[src/rtl/uart_bridge_pkg.sv]
// rtl/uart_bridge_pkg.sv - shared state encoding and protocol byte constants for the UART register bridge
package uart_bridge_pkg;

  typedef enum logic [2:0] {
    IDLE,
    GET_ADDR,
    GET_DATA,
    BUS_RD,
    RD_CAPTURE,
    SEND
  } state_t;

  localparam logic [7:0] kOpWrite = 8'h57;
  localparam logic [7:0] kOpRead  = 8'h52;
  localparam logic [7:0] kRespOk  = 8'h4B;
  localparam logic [7:0] kRespErr = 8'h3F;

  function automatic logic is_opcode(input logic [7:0] b);
    return (b == kOpWrite) || (b == kOpRead);
  endfunction

endpackage

[src/rtl/uart_reg_bridge.sv]
// rtl/uart_reg_bridge.sv - byte-command bridge from a UART receiver/transmitter pair to an 8-bit register bus
module uart_reg_bridge
  import uart_bridge_pkg::*;
#(
  parameter int kTimeoutCycles = 1_000_000
) (
  input  logic       clk,
  input  logic       rst_n,
  input  logic [7:0] rx_data,
  input  logic       rx_valid,
  output logic [7:0] tx_data,
  output logic       tx_valid,
  input  logic       tx_ready,
  output logic [7:0] reg_addr,
  output logic [7:0] reg_wdata,
  output logic       reg_we,
  output logic       reg_re,
  input  logic [7:0] reg_rdata,
  output logic       rx_overrun
);

  localparam int kCntW = $clog2(kTimeoutCycles) + 1;
  localparam logic [kCntW-1:0] kCntLast = kCntW'(kTimeoutCycles - 1);

  state_t r_state;
  state_t w_next;

  logic [7:0]       r_opcode;
  logic [7:0]       r_addr;
  logic [7:0]       r_wdata;
  logic [7:0]       r_tx_data;
  logic             r_we;
  logic             r_overrun;
  logic [kCntW-1:0] r_cnt;

  logic w_waiting;
  logic w_accept;
  logic w_drop;
  logic w_timeout;
  logic w_ld_op;
  logic w_ld_addr;
  logic w_ld_wdata;
  logic w_ld_err;
  logic w_ld_rdata;

  // Bytes are only consumed while gathering a command; anywhere else they are lost.
  assign w_waiting = (r_state == GET_ADDR) || (r_state == GET_DATA);
  assign w_accept  = rx_valid && ((r_state == IDLE) || w_waiting);
  assign w_drop    = rx_valid && !w_accept;
  assign w_timeout = w_waiting && !rx_valid && (r_cnt == kCntLast);

  always_ff @(posedge clk or negedge rst_n) begin
    if (!rst_n) begin
      r_state <= IDLE;
    end else begin
      r_state <= w_next;
    end
  end

  always_comb begin
    w_next     = r_state;
    w_ld_op    = 1'b0;
    w_ld_addr  = 1'b0;
    w_ld_wdata = 1'b0;
    w_ld_err   = 1'b0;
    w_ld_rdata = 1'b0;
    case (r_state)
      IDLE: begin
        if (rx_valid) begin
          if (is_opcode(rx_data)) begin
            w_ld_op = 1'b1;
            w_next  = GET_ADDR;
          end else begin
            w_ld_err = 1'b1;
            w_next   = SEND;
          end
        end
      end
      GET_ADDR: begin
        if (rx_valid) begin
          w_ld_addr = 1'b1;
          w_next    = (r_opcode == kOpWrite) ? GET_DATA : BUS_RD;
        end else if (w_timeout) begin
          w_next = IDLE;
        end
      end
      GET_DATA: begin
        if (rx_valid) begin
          w_ld_wdata = 1'b1;
          w_next     = SEND;
        end else if (w_timeout) begin
          w_next = IDLE;
        end
      end
      BUS_RD:     w_next = RD_CAPTURE;
      RD_CAPTURE: begin
        w_ld_rdata = 1'b1;
        w_next     = SEND;
      end
      SEND: begin
        if (tx_ready) begin
          w_next = IDLE;
        end
      end
      default:    w_next = IDLE;
    endcase
  end

  always_ff @(posedge clk or negedge rst_n) begin
    if (!rst_n) begin
      r_opcode  <= '0;
      r_addr    <= '0;
      r_wdata   <= '0;
      r_tx_data <= '0;
      r_we      <= 1'b0;
      r_overrun <= 1'b0;
      r_cnt     <= '0;
    end else begin
      r_we      <= w_ld_wdata;
      r_overrun <= w_drop;
      if (w_ld_op) begin
        r_opcode <= rx_data;
      end
      if (w_ld_addr) begin
        r_addr <= rx_data;
      end
      if (w_ld_wdata) begin
        r_wdata <= rx_data;
      end
      // The reply byte is only ever loaded on the way into SEND, so it holds while offered.
      if (w_ld_err) begin
        r_tx_data <= kRespErr;
      end else if (w_ld_wdata) begin
        r_tx_data <= kRespOk;
      end else if (w_ld_rdata) begin
        r_tx_data <= reg_rdata;
      end
      if (!w_waiting || w_accept) begin
        r_cnt <= '0;
      end else begin
        r_cnt <= r_cnt + kCntW'(1);
      end
    end
  end

  assign tx_data    = r_tx_data;
  assign tx_valid   = (r_state == SEND);
  assign reg_addr   = r_addr;
  assign reg_wdata  = r_wdata;
  assign reg_we     = r_we;
  assign reg_re     = (r_state == BUS_RD);
  assign rx_overrun = r_overrun;

endmodule

[config.mk]
export PLATFORM = sky130hd
export DESIGN_NAME = uart_reg_bridge
export DESIGN_NICKNAME = d
export VERILOG_FILES = /design/src/rtl/uart_bridge_pkg.sv /design/src/rtl/uart_reg_bridge.sv
export SDC_FILE = /design/constraint.sdc
export NUM_CORES = 1
export LEC_CHECK = 0
export CORE_MARGIN = 2
export CORE_UTILIZATION = 35
export DETAILED_ROUTE_END_ITERATION = 16
export GPL_TIMING_DRIVEN = 1
export HOLD_SLACK_MARGIN = 0.12
export MAX_ROUTING_LAYER = met4
export PLACE_DENSITY = 0.63
export SLEW_MARGIN = 25
export SYNTH_ARGS = -nofsm -noshare
export SYNTH_HDL_FRONTEND = slang
export SYNTH_SLANG_ARGS = --single-unit
[constraint.sdc]
create_clock -name clk -period 1.9 [get_ports clk]
set_clock_uncertainty 0.15 [all_clocks]
set_input_delay 0.19 -clock clk [delete_from_list [all_inputs] [get_ports clk]]
set_output_delay 0.19 -clock clk [all_outputs]
set_load 0.02 [all_outputs]
==> impl_results.md, run 1 <==
- Core box area: 7214 sq um
- WS Path Type: flip-flop to output port
- CP required: 1.56 ns
- Vias per std cell: 4.899
- Final #Nets: 321
- RSZ-0062 raised after global routing: no
- Commonest non-fill, non-tap cell in the layout: dfrtp_1
- Final Power: 4.721 mW
- TritonCTS clock tree: done
- Mux cell area share after synthesis: 0.07837
- Drc violations: 0
- Synth Net Count: 241
- Root Buffer: clkbuf_8
- Flip-flop and latch count after synthesis: 58
- Adder-Cell Fraction of Synth Area: 0.004838
- H-tree level count: 3
- Synthesized area: 2586 sq um
- Syn. warnings: 0
- Largest net degree at the start of global routing: 59
- CTS clk-pin slew, worst paths: 0.07 ns
- Mean Syn Cell Area: 11.76 sq um
- Post-layout util: 0.4990
- R2R depth: 4
- RR Startpoint: r_cnt[12]$_DFF_PN0_
- Share of layout cells above drive strength 1: 0.2459
- WL final: 5553 um
- Placed insts: 387
- Routed Antenna Nets: 0
- Final period utilization: 0.9572
- Max-cap violations: 0
- Worst Setup SP: r_state[2]$_DFFE_PN0P_
- Routability cong.: 0.7588
- Final HPWL from detailed placement: 3910 um
- Slew HR: 0.7402
- Leak Pwr: 1.528 nW
- Maximum clock rate: 0.5499 GHz
- Max IR drop VDD: 0.8357 mV
- Status: complete, no violations
- # setup viols final: 0
- CP startpoint kind: flip-flop
- Register area share after synthesis: 0.5612
- Delay of the slowest critical-path stage: 0.44 ns
- First-pass GRT wire length: 9867 um
- Via count: 1979
- # rows: 31
- Setup TNS: 0 ns
- Worst path cell trace: buf_4 > nor2_1 > dlygate4sd2_1
- Reg-to-reg setup timing slack: 0.13 ns
- Number of global-route vias before repair: 2021
- Xor and xnor area share after synthesis: 0.04741
- Antenna violations before repair: 0
- Worst skew pair latency: 0.34 ns
- Worst setup EP type: output port
- Simple-gate area share of the yosys netlist: 0.2119
- Ant. Diodes: 0
- Worst slew pin tran: 0.3842 ns
- Placed instance area: 3374 sq um
- Num Clock Sinks: 58
- Worst Path Buf+Inv: 2
- Post-Synthesis Cells: 220
- Power density cells: 1312 nW/um^2
- CTS Buffer Depth: 2
- DR WL/cell: 13.75 um
- Fin crit period: 1.819 ns
- P&R area growth vs syn: 39.19%
- Asr flop ratio synth: 1.000
- Initial drt markers: 108
- Crit Path Max Fanout: 9
- GR Util All Layers: 0.1584
- CTS Buf Count: 9
- Post-synth EDFFs: 0
- Final Hold Vio Count: 0
- Synth Area in Compound Gates: 0.08176
- Die Width: 89.96 um
- Arrival time at the worst endpoint: 1.48 ns
- Critical path's slowest cell: dfrtp_1
- CP delay by family, top: buffers and inverters
- Most frequent cells in the layout: 58 x dfrtp_1, 44 x clkdlybuf4s50_1, 27 x buf_4, 18 x nor2_1, 18 x mux2_2
- I/O Buffers: 47
- DRT Pass-1 Iters: 4
- Starting Density: 0.3585
- Terminus of the critical flop-to-flop path: r_cnt[20]$_DFF_PN0_
- Fillers: 686
- Setup bufs post-CTS: 0
- Die area: 8093 sq um
- Largest family of logic cells by synthesized area: simple AND/OR/NAND/NOR gates
- Global route overflow: 0
- Main synth FF type: dfrtp_1
- Final slew viol count: 0
- Yosys cell types: 49
- Die Span Y: 89.96 um
- Final std cells w/o fill: 404
- Worst hold-check path type: primary input to async pin
- Top-level port count: 48
- Final instance area: 3600 sq um
-- flip-flops by register name (all words and copies together) (netlist names) --
register    count
rx_overrun      1
r_state         3
reg_wdata       8
r_opcode        8
tx_data         8
reg_we          1
r_cnt          21
reg_addr        8
-- synth_stat cells (2+ instances only) --
cell,instances,area (sq um)
buf_2,2,10.01
nand2b_1,5,31.28
o31ai_1,5,37.54
nor3_1,6,30.03
a21oi_1,10,50.05
nor4_1,2,12.51
clkbuf_1,4,15.01
nand2_1,14,52.55
nand4_1,5,31.28
inv_1,2,7.510
dfrtp_1,58,1451
or4_1,5,37.54
nand3_1,7,35.03
nor2_1,18,67.56
nand4bb_1,2,22.52
mux2_2,18,202.7
xor2_1,9,78.83
and3_1,3,18.77
and2_1,5,31.28
o21ai_0,3,15.01
xnor2_1,5,43.79
a221o_1,3,30.03
o32a_1,3,30.03
-- worst max-delay path by stage --
stage                               to  cells past startpoint
2_1_floorplan  reg_addr[0]$_DFFE_PN0P_                      3
3_3_place_gp    tx_data[3]$_DFFE_PN0P_                      7
3_5_place_dp    tx_data[3]$_DFFE_PN0P_                      7
4_1_cts                         reg_re                      3
5_1_grt                         reg_re                      3
6_report                        reg_re                      3
-- repair_timing --
action	CTS	global route
cloned	0	0
resized for setup	2	1
setup endpoints to repair	2	1
hold buffers	1	0
hold endpoints to repair	58	0
-- cells by family (layout without fill, tap and decap cells) --
family,count (synthesis),in the layout
AOI/OAI and AO/OA,30,30
muxes,18,18
DFF,58,58
buffers and inverters,9,94
adders and majority gates,1,1
and+or+nand+nor,90,90
xor gates and xnor gates,14,14
-- through the flow --
stage | hold WS, ns | setup slack, ns
floorplan | -0.2556 | 0.2061
global placement | 0.06998 | -0.1589
detailed placement | 0.07120 | -0.2337
CTS | 0.2278 | 0.05355
global route | 0.2497 | 0.003609
finish | 0.2311 | 0.08134
-- power by group --
group / total (mW) / internal, mW / switching, mW
sequential: 1.72 / 1.53 / 0.188
combinational: 1.76 / 0.921 / 0.844
clock: 1.24 / 0.734 / 0.503
-- worst reg2reg max path: cells and delay by family, from the launching register on --
family,cells,cell delay [ns]
simple gates,3,0.97
compound gates,1,0.15
flops,1,0.43
-- routing by layer --
| metal | track usage | routed length (um) | vias to the layer above |
|---|---|---|---|
| met2 | 0.2304 | 2658 | 30 |
| li1 | - | - | 971 |
| met1 | 0.2083 | 2641 | 970 |
| met4 | 0.06923 | 92 | 0 |
| met3 | 0.04443 | 161 | 8 |
| met5 | - | 0 | - |
-- final cells by class --
cell class                 instances  area (sq um)  area share
clock buffer                       9         123.9     0.03441
clock inverter                     7         93.84     0.02607
inverter                           2         7.507    0.002086
multi-input combinational        153          1104      0.3066
tap                               99         123.9     0.03441
timing repair buffer              76         695.7      0.1933
sequential                        58          1451      0.4032
Note: power is estimated with default switching activity, not from simulation.
==> inputs of run 2 (changes only) <==
Settings changed: CAP_MARGIN set to 10.
==> results of run 2 <==
Same layout as run 1: the final DEF is identical, and so are final timing and power.
